===== config.mk =====
export PLATFORM = sky130hd
export DESIGN_NAME = spi_bus_arbiter
export DESIGN_NICKNAME = d
export VERILOG_FILES = /design/src/rtl/spi_bus_arbiter_pkg.sv /design/src/rtl/spi_rr_picker.sv /design/src/rtl/spi_bus_arbiter.sv
export SDC_FILE = /design/constraint.sdc
export NUM_CORES = 1
export LEC_CHECK = 0
export BUFFER_PORTS_ARGS = -buffer_cell sky130_fd_sc_hd__buf_2
export CORE_ASPECT_RATIO = 1.25
export CORE_MARGIN = 5
export CORE_UTILIZATION = 44
export DETAILED_ROUTE_END_ITERATION = 6
export HOLD_SLACK_MARGIN = 0.15
export PLACE_DENSITY = 0.86
export SETUP_SLACK_MARGIN = 0.3
export SLEW_MARGIN = 10
export SYNTH_ARGS = -nofsm -noshare
export SYNTH_HDL_FRONTEND = slang
export SYNTH_HIERARCHICAL = 1
export SYNTH_SLANG_ARGS = --single-unit

===== constraint.sdc =====
create_clock -name CLK50MHZ -period 3.34 [get_ports CLK50MHZ]
set_clock_uncertainty 0.1 [all_clocks]
set_input_delay 0.501 -clock CLK50MHZ [delete_from_list [all_inputs] [get_ports CLK50MHZ]]
set_output_delay 0.501 -clock CLK50MHZ [all_outputs]
set_load 0.01 [all_outputs]

===== src/rtl/spi_bus_arbiter_pkg.sv =====
// spi_bus_arbiter_pkg: FSM state encoding and pointer-width helper shared by the SPI arbiter files
package spi_bus_arbiter_pkg;
  typedef enum logic [1:0] {S_IDLE, S_START, S_BUSY, S_GAP} state_t;
  function automatic int ptr_w(input int n);
    return (n < 2) ? 1 : $clog2(n);
  endfunction
endpackage


===== src/rtl/spi_rr_picker.sv =====
// spi_rr_picker: combinational round-robin pick, first request at or after ptr with wrap
module spi_rr_picker #(
  parameter int N  = 3,
  parameter int PW = 2
) (
  input  logic [N-1:0]  req,
  input  logic [PW-1:0] ptr,
  output logic [N-1:0]  win,
  output logic [PW-1:0] idx,
  output logic          any
);
  logic found;
  always_comb begin
    win = '0;
    idx = '0;
    found = 1'b0;
    for (int k = 0; k < N; k++) begin
      if (!found && req[(int'(ptr) + k) % N]) begin
        found = 1'b1;
        idx = PW'((int'(ptr) + k) % N);
        win[(int'(ptr) + k) % N] = 1'b1;
      end
    end
  end
  assign any = |req;
endmodule


===== src/rtl/spi_bus_arbiter.sv =====
// spi_bus_arbiter: round-robin sharing of one SPI master between CLIENTS requesters with CS routing
// SPI_ARB_TIMEOUT_EN enables a BUSY watchdog that aborts a frame after TIMEOUT cycles with err.
module spi_bus_arbiter
  import spi_bus_arbiter_pkg::*;
#(
  parameter int CLIENTS = 3,
  parameter int WIDTH   = 32,
  parameter int GAP     = 4,
  parameter int TIMEOUT = 256
) (
  input  logic                       CLK50MHZ,
  input  logic                       RST,
  input  logic [CLIENTS-1:0]         req,
  input  logic [CLIENTS*WIDTH-1:0]   wdata,
  output logic [CLIENTS-1:0]         gnt,
  output logic [CLIENTS-1:0]         done,
  output logic                       err,
  output logic [WIDTH-1:0]           rdata,
  output logic [CLIENTS-1:0]         cs_n,
  output logic                       m_trig,
  output logic [WIDTH-1:0]           m_data_in,
  input  logic                       m_done,
  input  logic [WIDTH-1:0]           m_data_out,
  input  logic                       m_cs
);
  localparam int PW = ptr_w(CLIENTS);
  localparam int GW = ptr_w(GAP + 1);
  state_t state;
  logic [PW-1:0] ptr, sel, idx;
  logic sel_valid, any, expire;
  logic [CLIENTS-1:0] win;
  logic [GW-1:0] gap_cnt;
  spi_rr_picker #(.N(CLIENTS), .PW(PW)) picker (
    .req(req), .ptr(ptr), .win(win), .idx(idx), .any(any)
  );
  for (genvar g = 0; g < CLIENTS; g++) begin : g_cs
    assign cs_n[g] = (sel_valid && sel == PW'(g)) ? m_cs : 1'b1;
  end
`ifdef SPI_ARB_TIMEOUT_EN
  localparam int TW = ptr_w(TIMEOUT + 1);
  logic [TW-1:0] tcnt;
  always_ff @(posedge CLK50MHZ) begin
    if (RST || state != S_BUSY) tcnt <= '0;
    else tcnt <= tcnt + 1'b1;
  end
  assign expire = (state == S_BUSY) && (tcnt == TW'(TIMEOUT - 1));
`else
  assign expire = 1'b0;
`endif
  always_ff @(posedge CLK50MHZ) begin
    if (RST) begin
      state <= S_IDLE;
      gnt <= '0;
      done <= '0;
      err <= 1'b0;
      m_trig <= 1'b0;
      m_data_in <= '0;
      rdata <= '0;
      ptr <= '0;
      sel <= '0;
      sel_valid <= 1'b0;
      gap_cnt <= '0;
    end else begin
      done <= '0;
      err <= 1'b0;
      m_trig <= 1'b0;
      case (state)
        S_IDLE: if (any) begin
          gnt <= win;
          sel <= idx;
          sel_valid <= 1'b1;
          m_data_in <= wdata[idx*WIDTH +: WIDTH];
          m_trig <= 1'b1;
          state <= S_START;
        end
        S_START: state <= S_BUSY;
        S_BUSY: if (m_done || expire) begin
          // a real m_done in the expiry cycle wins over the watchdog
          done <= CLIENTS'(1) << sel;
          err <= !m_done;
          if (m_done) rdata <= m_data_out;
          gnt <= '0;
          ptr <= (sel == PW'(CLIENTS - 1)) ? '0 : sel + 1'b1;
          gap_cnt <= '0;
          sel_valid <= (GAP != 0);
          state <= (GAP != 0) ? S_GAP : S_IDLE;
        end
        S_GAP: if (gap_cnt == GW'(GAP - 1)) begin
          sel_valid <= 1'b0;
          state <= S_IDLE;
        end else gap_cnt <= gap_cnt + 1'b1;
        default: state <= S_IDLE;
      endcase
    end
  end
endmodule


== Word level (Yosys, flattened, before mapping) ==
Index checks and enable logic that the tools add are counted.

* Mux-type cells: 41
* Div/mod/pow operators: 3
* Reduce and logical (&&, ||, !) cells: 25
* Shifts and indexed selects: 2
* Bitwise gates (word level): 5
* Equal/unequal tests: 10
* Magnitude comparators: 6
* Add/sub/neg operators: 4

{| class="wikitable"
|+ Operator list
! cell !! count
|-
| $ge A32 B1 Y1 const B || 3
|-
| $lt A32 B4 Y1 const B || 3
|-
| $shiftx A96 B8 Y32 || 1
|-
| $mod A32 B3 Y32 const B || 2
|-
| $mod A3 B3 Y32 const B || 1
|-
| $mux W1 || 18
|-
| $mux W3 || 6
|-
| $mux W2 || 7
|-
| $pmux W3 S2 || 2
|-
| $reduce_and A3 Y1 || 3
|-
| $logic_and A1 B1 Y1 || 8
|-
| $ne A2 B2 Y1 const B || 4
|-
| $pmux W2 S4 || 1
|-
| $bmux W1 S2 || 3
|-
| $demux W1 S2 || 3
|-
| $eq A2 B2 Y1 const B || 3
|-
| $or A3 B3 Y3 || 2
|-
| $reduce_or A3 Y1 || 2
|-
| $eq A2 B1 Y1 const B || 2
|-
| $logic_not A2 Y1 || 2
|-
| $reduce_and A2 Y1 || 2
|-
| $reduce_and A4 Y1 || 1
|-
| $reduce_bool A2 Y1 || 2
|-
| $add A2 B1 Y3 const B || 1
|-
| other kinds (10) || 14
|}

* Output and inout bits: 75
* Register bits after elaboration: 82
* Logic and storage cells: 107
* Input bits: 135

== Logic depth before layout (Yosys ltp) ==
Gate-level depths: netlist of the first run.

* Depth in word-level cells: 13
* Gate-level depth with buffers: 12
* Depth with buffers taken out: 9

== Cells and area by module ==
The synthesis of the first run kept the hierarchy.

{| class="wikitable"
|+ Modules (own cells, without submodules)
! module !! area each (µm²) !! cells each !! seq. area each (µm²) !! instances
|-
| spi_bus_arbiter || 3349.5 || 319 || 1641.6 || 1
|-
| spi_rr_picker || 350.3 || 53 || 0.0 || 1
|}

== Least setup slack after synthesis of the first run ==
No wires, ideal clock.

* Path kind: reg-to-reg
* Start point: reg ptr[0]
* End point: reg m_data_in[11]
* Setup slack: 0.656 ns
* Arrival time: 2.463 ns
* Required time: 3.118 ns
* Cell stages (with the launch flop): 13
* Setup time: 0.122 ns
* Cells stage by stage: dfxtp_1 > inv_1 > ha_1 > buf_6 > or3b_1 > nor2_1 > o21ai_0 > a21oi_1 > buf_2 > buf_2 > mux2i_1 > nor2_1 > a221o_1

* Word-level cells in the longest chain between the ends: 12
* Elaborated cells between the ends (all ways): 24
* Classes of those cells: add/sub (2); div (3); shift (1); mux (14); reduce/logical (4)

{| class="wikitable"
|+ RTL lines
! element !! RTL line !! source
|-
| start: declaration || spi_bus_arbiter.sv:29 || <nowiki>logic [PW-1:0] ptr, sel, idx;</nowiki>
|-
| start signal: assignment || spi_bus_arbiter.sv:83 || <nowiki>ptr <= (sel == PW'(CLIENTS - 1)) ? '0 : sel + 1'b1;</nowiki>
|-
| branches (longest 10 deep; another with $mod A32 B3 Y32) || - ||
|-
| $mux W2 * || spi_rr_picker.sv:18 || <nowiki>if (!found && req[(int'(ptr) + k) % N]) begin</nowiki>
|-
| net idx[0] || spi_bus_arbiter.sv:29 ||
|-
| $shiftx A96 B8 Y32 * || spi_bus_arbiter.sv:72 || <nowiki>m_data_in <= wdata[idx*WIDTH +: WIDTH];</nowiki>
|-
| end signal: assignment || spi_bus_arbiter.sv:72 ||
|-
| end: declaration || spi_bus_arbiter.sv:21 || <nowiki>output logic [WIDTH-1:0] m_data_in,</nowiki>
|}

Mark *: on every way through the listed nets, which the timed path passes. The select of a mux whose other input is x is not followed.
A chain may end at the register's enable or synchronous reset.

== Worst setup path in the final report of the first run ==
* Start point: reg ptr[0]
* End point: reg m_data_in[28]

The elaborated chain is that of the path after synthesis.

==> results of run 1 <==
-- sequential cells by signal (all words and copies together) (netlist names) --
signal and cells:
done 3, err 1, gap_cnt 3, gnt 3, m_data_in 32, m_trig 1
ptr 2, rdata 32, sel 2, sel_valid 1, state 2
-- worst max-delay path, stage by stage (launching register included) --
cell                        delay (ns)
sky130_fd_sc_hd__dfxtp_1          0.38
sky130_fd_sc_hd__inv_1            0.08
sky130_fd_sc_hd__ha_1             0.43
sky130_fd_sc_hd__or3b_1           0.43
sky130_fd_sc_hd__nor2_1           0.10
sky130_fd_sc_hd__o21ai_0          0.16
sky130_fd_sc_hd__a21oi_4          0.27
sky130_fd_sc_hd__clkbuf_16        0.26
sky130_fd_sc_hd__mux2i_1          0.20
sky130_fd_sc_hd__nor2_1           0.06
sky130_fd_sc_hd__a221o_1          0.27
-- power groups by stage --
stage	clock [W]	sequential [W]	combinational, W
after floorplan	0	0.00142	0.000806
after global placement	0	0.00134	0.00131
after detailed placement	0	0.00134	0.00136
after CTS	0.000804	0.00133	0.00136
after global routing	0.000842	0.00135	0.00151
final	0.000778	0.00133	0.00139
-- stage by stage --
stage                     instances  hold WS [ns]
after global routing            673         0.236
after detailed placement        656         0.352
after floorplan                 372         0.344
after global placement          656         0.351
final                           673         0.261
after CTS                       672         0.238
-- kinds of logic after synthesis --
kind of cell               Yosys count  synth area share
AOI/OAI and AO/OA                  124             0.257
adders and majority gates           11            0.0372
buffers and inverters               41            0.0517
DFF                                 82             0.444
muxes                               36             0.101
other                                1           0.00101
and+or+nand+nor                     77             0.108
-- layout make-up --
cell class	instances	area (sq um)
clock buffers	10	128
clock inverters	6	90.1
fillers	726	3190
inverters	12	45.0
multi-input cells	249	1890
flip-flops and latches	82	1640
well taps	97	121
repair buffers	217	1140
-- worst max-delay path by stage --
stage            from       endpoint  depth (start not counted)
2_1_floorplan  ptr[0]  m_data_in[11]                         12
3_3_place_gp   ptr[0]  m_data_in[20]                          9
3_5_place_dp   ptr[0]   m_data_in[4]                          9
4_1_cts        ptr[1]   m_data_in[4]                          9
5_1_grt        ptr[0]   m_data_in[5]                         10
6_report       ptr[0]  m_data_in[28]                         10
-- cell usage in the layout, fill, tap and decap left out, types with 2 or more instances in the layout --
cell type	Yosys	layout
sky130_fd_sc_hd__buf_4	1	6
sky130_fd_sc_hd__dfxtp_1	82	82
sky130_fd_sc_hd__a221o_1	22	22
sky130_fd_sc_hd__a31oi_1	2	2
sky130_fd_sc_hd__nand3b_1	3	3
sky130_fd_sc_hd__nand2_1	10	10
sky130_fd_sc_hd__nand2b_1	2	2
sky130_fd_sc_hd__o21ai_0	17	17
sky130_fd_sc_hd__a2bb2oi_1	10	10
sky130_fd_sc_hd__inv_1	12	12
sky130_fd_sc_hd__nand3_1	2	2
sky130_fd_sc_hd__ha_1	11	11
sky130_fd_sc_hd__a21oi_1	22	20
sky130_fd_sc_hd__a221oi_1	2	2
sky130_fd_sc_hd__nor2b_1	8	8
sky130_fd_sc_hd__and2_1	2	2
sky130_fd_sc_hd__a21o_1	2	2
sky130_fd_sc_hd__buf_2	15	209
sky130_fd_sc_hd__nand4b_1	5	5
sky130_fd_sc_hd__o31ai_1	6	6
sky130_fd_sc_hd__bufinv_16	0	2
sky130_fd_sc_hd__nor2_1	33	33
sky130_fd_sc_hd__mux2i_1	34	34
sky130_fd_sc_hd__a22o_1	32	32
sky130_fd_sc_hd__nor3b_1	2	2
sky130_fd_sc_hd__nor3_1	3	3
sky130_fd_sc_hd__clkbuf_8	0	9
sky130_fd_sc_hd__o22ai_1	2	2
-- routing by layer --
| metal | wire [microns] | global-route usage | share of wire | up-vias |
|---|---|---|---|---|
| met3 | 1000 | 0.0476 | 0.091 | 28 |
| met4 | 344 | 0.105 | 0.031 | 0 |
| met5 | 0 | 0 | 0 | - |
| li1 | - | - | - | 1791 |
| met1 | 4350 | 0.226 | 0.40 | 1646 |
| met2 | 5260 | 0.346 | 0.48 | 220 |
==> run summary, run 1 <==
=================================================================================
Run status                                                              completed
Maximum buffer depth of the clock tree                                          2
NetSw                                                                   0.00123 W
Number of post-CTS setup repair buffers                                         0
Fraction of final layout cells sized beyond drive strength 1                0.415
Category of the critical setup timing path                                reg2reg
Combinational power share                                                   0.397
Global-route wire length before repair                               16,900 microns
Count of final hold-check violations                                            0
Most frequent cells after synthesis                                  82 x sky130_fd_sc_hd__dfxtp_1, 34 x sky130_fd_sc_hd__mux2i_1, 33 x sky130_fd_sc_hd__nor2_1
Library cells used by synthesis                                                44
HPWL reported at the end of detailed placement                       8200 microns
Hold path start                                                         wdata[75]
Data required time of the critical path                                   3.49 ns
Total nets after synthesis                                                    518
Area enclosed by the die boundary                                    10,400 sq um
Number of sinks on the clock net                                               82
Total cell area at the placement stage                                 4800 sq um
Area grow syn2layout                                                        36.5%
Leak                                                                      2.50 nW
Clock latency on the worst-skew pair                                      0.35 ns
Reg2reg setup slack                                                       0.50 ns
Number of levels the H-tree was split into                                      3
Most frequently used flop master after synthesis                     sky130_fd_sc_hd__dfxtp_1
I/O pin count                                                                 210
Total negative setup slack                                                   0 ns
Post-Synthesis Cells                                                          372
Sequential element share of the synthesized area                            0.444
Number of detailed-route iterations in the first pass                           5
Port Buffers                                                                  209
Number of global-route vias before repair                                   3,732
Number of vias per cell                                                      5.48
GRT Resource Usage Total                                                    0.200
Flops & latches, synth                                                         82
Most instantiated library cell after synthesis                       sky130_fd_sc_hd__dfxtp_1
Measured slew at the worst slew-check pin                                 1.11 ns
Proportion of netlist area held by the largest area contributor             0.444
Initial cell density of the core                                            0.449
Share of power burned in registers                                          0.381
Post-detailed-route DRC marker count                                            0
Die X                                                                92.0 microns
Core footprint                                                         8240 sq um
TritonCTS buffer count                                                          9
Worst setup slack after placement                                        0.368 ns
Ant diodes                                                                      0
Power consumption                                                       0.00349 W
Fraction of the core area covered by cells at the end of the flow           0.613
Drt first-iter violations                                                     247
Total of warnings raised by yosys                                               6
Power density over the cells                                          692 nW/um^2
Kind of start point of the critical path                                 register
Top fanout value on the critical path                                          16
Count of maximum capacitance violations                                         0
Root Driver                                                          sky130_fd_sc_hd__clkbuf_8
Maximum number of pins on one net before global-route repair                   34
Proportion of power drawn by the clock network                              0.223
Clock-pin slew on the worst setup and hold paths                          0.09 ns
Library cell occupying the most area in the post-synthesis netlist   sky130_fd_sc_hd__dfxtp_1
CP arrival                                                                2.98 ns
Post-route worst setup slack                                             0.502 ns
Max frequency                                                           0.352 GHz
Count of hold buffers inserted by post-cts repair                               0
Antenna violations before repair                                                0
Most area-consuming cells after synthesis                            sky130_fd_sc_hd__dfxtp_1 44%, sky130_fd_sc_hd__mux2i_1 9.2%, sky130_fd_sc_hd__a22o_1 7.6%
Final-stage net count                                                         717
Internal power                                                          0.00226 W
Setup crit end kind                                                      register
Routability Congestion                                                      0.862
Switching part of the total power                                           0.354
Endpoint of the worst-slack reg-to-reg timing path                   m_data_in[28]
Gates resized, CTS repair                                                       0
Wire per inst                                                        16.3 microns
Class of the tightest hold or removal check                                in2reg
Fraction of registers with async set or reset after synthesis                   0
Sink of the worst hold path                                          m_data_in[11]
Worst Hold Depth                                                                2
R2r startpoint                                                             ptr[0]
Mean post-synth cell area                                              9.95 sq um
Die outline height                                                    113 microns
Time the final worst path needs with I/O delays and setup                 2.84 ns
Final period util                                                           0.850
Clock tree from TritonCTS                                                     yes
Detail Route Antenna Nets                                                       0
Placement row count                                                            37
Overflow left after global routing                                              0
Worst ir drop on vdd                                                     0.352 mV
Normalized max-slew margin                                                  0.261
RSZ-0062 raised after global routing                                        false
Post-route cell area                                                   5050 sq um
Worst Reg2Reg Path Length in Cells                                             10
Routed wire length                                                   11,000 microns
Number of synthesized flops with an enable pin                                  0
Final number of max-transition violations                                       0
Routed vias                                                                 3,685
Synthesized area                                                       3700 sq um
Final number of setup-violating endpoints                                       0
=================================================================================
Note: power is estimated with default switching activity, not from simulation.
==> run 2: changes to the inputs <==
- CORE_UTILIZATION: 44 -> 40
- PLACE_DENSITY: 0.86 -> 0.83
- clock period: 3.34 -> 2.47 ns (I/O delays scaled with it)
==> run summary, run 2 (synthesis gave the netlist of run 1 again) <==
============================================================================
Setup crit end kind                                                 register
Routed wire length                                              13,600 microns   +24%
Reg2reg setup slack                                                  0.03 ns   -0.47 ns
Power density over the cells                                     961 nW/um^2   +39%
Global-route wire length before repair                          21,000 microns   +24%
Final period util                                                      0.987   +0.137
Clock-pin slew on the worst setup and hold paths                     0.07 ns   -0.02 ns
Count of maximum capacitance violations                                    0   unchanged
Kind of start point of the critical path                            register
Worst setup slack after placement                                  0.0155 ns   -0.352 ns
Worst ir drop on vdd                                                0.444 mV   +26%
HPWL reported at the end of detailed placement                  9520 microns   +16%
Fraction of final layout cells sized beyond drive strength 1           0.461   +0.0462
Final number of max-transition violations                                  0   unchanged
Category of the critical setup timing path                           reg2reg
GRT Resource Usage Total                                               0.237   +0.0366
Drt first-iter violations                                                214   -13%
I/O pin count                                                            210   unchanged
Area grow syn2layout                                                   51.5%
Routed vias                                                            4,008   +8.8%
Post-route worst setup slack                                       0.0323 ns   -0.469 ns
Most frequent cells in the layout                               209 x sky130_fd_sc_hd__buf_2, 80 x sky130_fd_sc_hd__dfxtp_1, 32 x sky130_fd_sc_hd__nor2_1, 32 x sky130_fd_sc_hd__a22o_1, 26 x sky130_fd_sc_hd__mux2i_1
Clock tree from TritonCTS                                                yes
Endpoint of the worst-slack reg-to-reg timing path              m_data_in[7]
Maximum number of pins on one net before global-route repair              35   +2.9%
Class of the tightest hold or removal check                           in2reg
Final std cells w/o fill                                                 729   +8.3%
Hold path start                                                    wdata[72]
Max frequency                                                      0.410 GHz   +16%
Sink of the worst hold path                                     m_data_in[8]
TritonCTS buffer count                                                     9   unchanged
Final-stage net count                                                    746   +4.0%
Measured slew at the worst slew-check pin                           0.587 ns   -0.521 ns
R2r startpoint                                                        ptr[0]
Maximum buffer depth of the clock tree                                     2   unchanged
Number of sinks on the clock net                                          82   unchanged
Final number of setup-violating endpoints                                  0   unchanged
Number of levels the H-tree was split into                                 3   unchanged
RSZ-0062 raised after global routing                                    true
Clock latency on the worst-skew pair                                 0.33 ns   -0.02 ns
Registers with the most flip-flops                              m_data_in: 32 flops, rdata: 32 flops
Worst Reg2Reg Path Length in Cells                                        11   +1
Die outline height                                               118 microns   +4.4%
Number of vias per cell                                                 5.50   +0.41%
Fillcell total                                                           753   +3.7%
Core footprint                                                    9080 sq um   +10%
Number of detailed-route iterations in the first pass                      4   -1
Detail Route Antenna Nets                                                  0   unchanged
Port Buffers                                                             209   unchanged
Antenna violations before repair                                           1   +1
Time the final worst path needs with I/O delays and setup            2.44 ns   -0.401 ns
Routability Congestion                                                 0.898   +4.2%
Top fanout value on the critical path                                      9   -7
Root Driver                                                     sky130_fd_sc_hd__clkbuf_16
Run status                                                         completed
Most common library cell in the layout ignoring fill and taps   sky130_fd_sc_hd__buf_2
Overflow left after global routing                                         0   unchanged
Normalized max-slew margin                                             0.609   +0.347
Post-detailed-route DRC marker count                                       0   unchanged
Number of global-route vias before repair                              4,057   +8.7%
Count of final hold-check violations                                       0   unchanged
Placement row count                                                       39   +5.4%
Data required time of the critical path                              2.60 ns   -0.89 ns
Die X                                                           96.0 microns   +4.4%
Wire per inst                                                   18.7 microns   +15%
Leak                                                                 2.70 nW   +8.2%
Initial cell density of the core                                       0.408   -0.0413
Area enclosed by the die boundary                               11,300 sq um   +9.0%
Worst Hold Depth                                                           2   unchanged
CP arrival                                                           2.57 ns   -0.41 ns
Cells after DPL                                                          690   +5.2%
Worst slack on hold paths                                           0.154 ns   -0.107 ns
============================================================================
[run 2: changes by cell type in the layout (fill, tap and decap cells not counted), sizes merged, moves of 2 or more]
| cell | change |
|---|---|
| clkinv | -2 |
| clkinvlp | +2 |
| buf | +14 |
| dlygate4sd3 | +14 |
[run 2: through the flow]
stage,power (W),area (sq um),TNS (ns),util
after CTS,0.00531,5510,0,0.607
after detailed placement,0.00373,4930,0,0.543
after floorplan,0.00306,3760,0,-
final,0.00538,5610,0,0.618
after global routing,0.00569,5610,-0.643,0.618
after global placement,0.00366,4930,0,0.543
[run 2: how the worst max path moves through the flow]
| stage | start | slack (ns) | end | cells after the start |
|---|---|---|---|---|
| 2_1_floorplan | ptr[0] | 0.08 | m_data_in[11] | 12 |
| 3_3_place_gp | ptr[0] | 0.06 | m_data_in[30] | 10 |
| 3_5_place_dp | ptr[0] | 0.02 | m_data_in[25] | 10 |
| 4_1_cts | ptr[0] | 0.07 | m_data_in[3] | 11 |
| 5_1_grt | ptr[0] | -0.06 | m_data_in[14] | 12 |
| 6_report | ptr[0] | 0.03 | m_data_in[7] | 11 |
[run 2: repair_timing]
| action | in CTS | in global routing |
|---|---|---|
| hold endpoints to repair | 13 | 1 |
| cloned | 3 | 1 |
| pin swaps | 9 | 2 |
| endpoints found under the setup margin | 32 | 65 |
| hold buffers | 13 | 1 |
| gates resized for setup | 18 | 16 |
| buffers inserted | 4 | 0 |
[run 2: metal layers]
layer / vias up / share of wire / GRT usage / wire length [microns]
met5: - / 0 / 0 / 0
met4: 0 / 0.048 / 0.125 / 651
met3: 53 / 0.051 / 0.0518 / 697
met2: 170 / 0.53 / 0.405 / 7240
met1: 1931 / 0.37 / 0.266 / 5050
li1: 1854 / - / - / -
[run 2: cell type report]
| cell class | count | area, sq um | area share |
|---|---|---|---|
| clock buffers | 10 | 239 | 0.0426 |
| clock inverters | 6 | 72.6 | 0.0129 |
| well taps | 123 | 154 | 0.0275 |
| diodes | 1 | 2.50 | 0.000446 |
| inverters | 12 | 45.0 | 0.00804 |
| multi-input cells | 250 | 1990 | 0.354 |
| repair buffers | 245 | 1460 | 0.260 |
| flip-flops and latches | 82 | 1650 | 0.294 |
[run 2: where the power goes]
group	switching (W)	total [W]	internal, W
combinational	0.00113	0.00219	0.00107
clock	0.000573	0.00139	0.000822
sequential	0.000171	0.00180	0.00163
[run 2: worst max-delay path: stages (launching register included)]
cell and delay, ns:
sky130_fd_sc_hd__dfxtp_4 0.36, sky130_fd_sc_hd__inv_2 0.05, sky130_fd_sc_hd__ha_4 0.22, sky130_fd_sc_hd__or3b_4 0.40, sky130_fd_sc_hd__nor2_4 0.10, sky130_fd_sc_hd__o21ai_2 0.09, sky130_fd_sc_hd__a21oi_4 0.16, sky130_fd_sc_hd__buf_6 0.16
sky130_fd_sc_hd__buf_16 0.14, sky130_fd_sc_hd__mux2i_2 0.22, sky130_fd_sc_hd__nor2_1 0.07, sky130_fd_sc_hd__a221o_1 0.25
==> run 3: changes to the inputs <==
- PLACE_DENSITY: 0.83 -> unset
- PLACE_DENSITY_LB_ADDON: unset -> 0.2
==> run summary, run 3 (synthesis gave the netlist of run 1 again) <==
============================================================================
Endpoint of the worst-slack reg-to-reg timing path              m_data_in[18]
Leak                                                                 2.77 nW   +2.3%
Routability Congestion                                                 0.844   -6.0%
Post-route worst setup slack                                     -0.00722 ns   -0.0395 ns
Internal power                                                     0.00343 W   -2.4%
Share of power burned in registers                                     0.341   +0.007
Combinational power share                                              0.434   +0.027
Sink of the worst hold path                                         rdata[0]
Post-detailed-route DRC marker count                                       0   unchanged
Power density over the cells                                     919 nW/um^2   -4.4%
TritonCTS buffer count                                                     9   unchanged
Category of the critical setup timing path                           reg2reg
RSZ-0062 raised after global routing                                    true
Worst Hold Depth                                                           2   unchanged
Detail Route Antenna Nets                                                  0   unchanged
Final period util                                                       1.00   +0.0160
Worst ir drop on vdd                                                0.397 mV   -11%
Data required time of the critical path                              2.59 ns   about the same
Cells after DPL                                                          692   +0.29%
Critical-path top delay cell                                    sky130_fd_sc_hd__or3b_4
Number of vias per cell                                                 5.22   -5.1%
Die X                                                           96.0 microns   unchanged
Maximum buffer depth of the clock tree                                     2   unchanged
Die outline height                                               118 microns   unchanged
Class of the tightest hold or removal check                           in2reg
Global-route wire length before repair                          19,500 microns   -7.4%
Clock latency on the worst-skew pair                                 0.33 ns   about the same
Routed vias                                                            3,861   -3.7%
HPWL reported at the end of detailed placement                  8970 microns   -5.8%
Most frequent cells in the layout                               209 x sky130_fd_sc_hd__buf_2, 80 x sky130_fd_sc_hd__dfxtp_1, 32 x sky130_fd_sc_hd__nor2_1, 32 x sky130_fd_sc_hd__a22o_1, 28 x sky130_fd_sc_hd__mux2i_1
Number of levels the H-tree was split into                                 3   unchanged
Setup crit end kind                                                 register
Ant diodes                                                                 0   -1
Proportion of power drawn by the clock network                         0.226   -0.033
Initial cell density of the core                                       0.408   unchanged
Overflow left after global routing                                         0   unchanged
Final number of setup-violating endpoints                                  2   +2
Hold path start                                                 m_data_out[0]
Count of maximum capacitance violations                                    0   unchanged
Worst Reg2Reg Path Length in Cells                                        11   unchanged
Final-stage net count                                                    760   +1.9%
Measured slew at the worst slew-check pin                           0.613 ns   +0.0261 ns
Antenna violations before repair                                           0   -1
Time the final worst path needs with I/O delays and setup            2.48 ns   +0.0395 ns
CP arrival                                                           2.60 ns   +0.03 ns
Clock tree from TritonCTS                                                yes
Reg2reg setup slack                                                -0.007 ns   -0.04 ns
Normalized max-slew margin                                             0.591   -0.0174
R2r startpoint                                                        ptr[0]
I/O pin count                                                            210   unchanged
Count of final hold-check violations                                       0   unchanged
Area enclosed by the die boundary                               11,300 sq um   unchanged
Max frequency                                                      0.404 GHz   -1.6%
Fraction of final layout cells sized beyond drive strength 1           0.452   -0.00897
NetSw                                                              0.00185 W   -1.2%
Top fanout value on the critical path                                      6   -3
Port Buffers                                                             209   unchanged
Drt first-iter violations                                                124   -42%
Largest stage delay on the critical path                             0.39 ns   about the same
Routed wire length                                              13,200 microns   -3.4%
Registers with the most flip-flops                              m_data_in: 32 flops, rdata: 32 flops
Placement row count                                                       39   unchanged
GRT Resource Usage Total                                               0.221   -0.0159
Run status                                                      finished with violations
Most common library cell in the layout ignoring fill and taps   sky130_fd_sc_hd__buf_2
Root Driver                                                     sky130_fd_sc_hd__clkbuf_16
Final std cells w/o fill                                                 740   +1.5%
Clock-pin slew on the worst setup and hold paths                     0.06 ns   about the same
Final number of max-transition violations                                  0   unchanged
Number of detailed-route iterations in the first pass                      5   +1
Core footprint                                                    9080 sq um   unchanged
Switching part of the total power                                      0.350   +0.00281
Number of sinks on the clock net                                          82   unchanged
Number of global-route vias before repair                              3,819   -5.9%
Area grow syn2layout                                                   55.3%
Maximum number of pins on one net before global-route repair              35   unchanged
Kind of start point of the critical path                            register
Cell-by-cell listing of the critical path                       inv_4 -> ha_4 -> or3b_4 -> nor2_4 -> o21ai_2 -> a21oi_4 -> buf_6 -> buf_12 -> mux2i_1 -> nor2_1 -> a221o_1
Wire per inst                                                   17.8 microns   -4.8%
Total negative setup slack                                        -0.0104 ns   -0.0104 ns
Violations in the final reports                                 setup timing
============================================================================
run 3: worst max-delay path: cells and delay by family, from the launching register on:
| kind | cells | cell delay (ns) |
|---|---|---|
| AOI/OAI and AO/OA | 3 | 0.53 |
| adders and majority gates | 1 | 0.21 |
| buffers and inverters | 3 | 0.33 |
| DFF | 1 | 0.38 |
| muxes | 1 | 0.23 |
| and+or+nand+nor | 3 | 0.57 |
run 3: area by class of cell:
| type | count | area (sq um) |
|---|---|---|
| Clock inverter | 5 | 31.3 |
| Tap cell | 123 | 154 |
| Sequential cell | 82 | 1650 |
| Multi-Input combinational cell | 252 | 2040 |
| Inverter | 12 | 47.5 |
| Fill cell | 761 | 3330 |
| Timing Repair Buffer | 257 | 1600 |
| Clock buffer | 9 | 225 |
run 3: how the worst max path moves through the flow:
stage | endpoint | start | slack (ns) | cells after the start
2_1_floorplan | m_data_in[11] | ptr[0] | 0.08 | 12
3_3_place_gp | m_data_in[4] | ptr[0] | -0.01 | 10
3_5_place_dp | m_data_in[4] | ptr[0] | -0.04 | 12
4_1_cts | m_data_in[14] | ptr[0] | 0.03 | 12
5_1_grt | m_data_in[3] | ptr[0] | -0.08 | 12
6_report | m_data_in[18] | ptr[0] | -0.007 | 11
run 3: through the flow:
step / power [W] / utilization / setup slack [ns] / instance area, sq um / hold slack (ns)
after floorplan: 0.00306 / - / 0.0820 / 3760 / 0.344
after global placement: 0.00369 / 0.544 / -0.0141 / 4940 / 0.351
after detailed placement: 0.00373 / 0.544 / -0.0441 / 4940 / 0.350
after CTS: 0.00522 / 0.623 / 0.0288 / 5660 / 0.151
after global routing: 0.00560 / 0.633 / -0.0776 / 5750 / 0.150
final: 0.00528 / 0.633 / -0.00722 / 5750 / 0.159
run 3: timing repair:
action / in CTS / in global routing
gates cloned: 4 / 2
gates resized for setup: 24 / 14
hold endpoints to repair: 23 / 0
hold buffers: 23 / 0
buffers inserted: 5 / 0
setup endpoints to repair: 64 / 34
pin swaps: 9 / 6
run 3: per-layer routing:
layer,track usage,share of wire,vias up
li1,-,-,1887
met5,0,0,-
met4,0.0996,0.026,0
met1,0.248,0.39,1778
met3,0.0486,0.075,22
met2,0.386,0.51,174
run 3: power by group through the flow:
| stage | sequential (W) | clock [W] | combinational [W] |
|---|---|---|---|
| global placement | 0.00181 | 0 | 0.00189 |
| detailed placement | 0.00181 | 0 | 0.00192 |
| finish | 0.00180 | 0.00119 | 0.00229 |
| floorplan | 0.00192 | 0 | 0.00113 |
| global route | 0.00184 | 0.00129 | 0.00247 |
| CTS | 0.00179 | 0.00121 | 0.00221 |
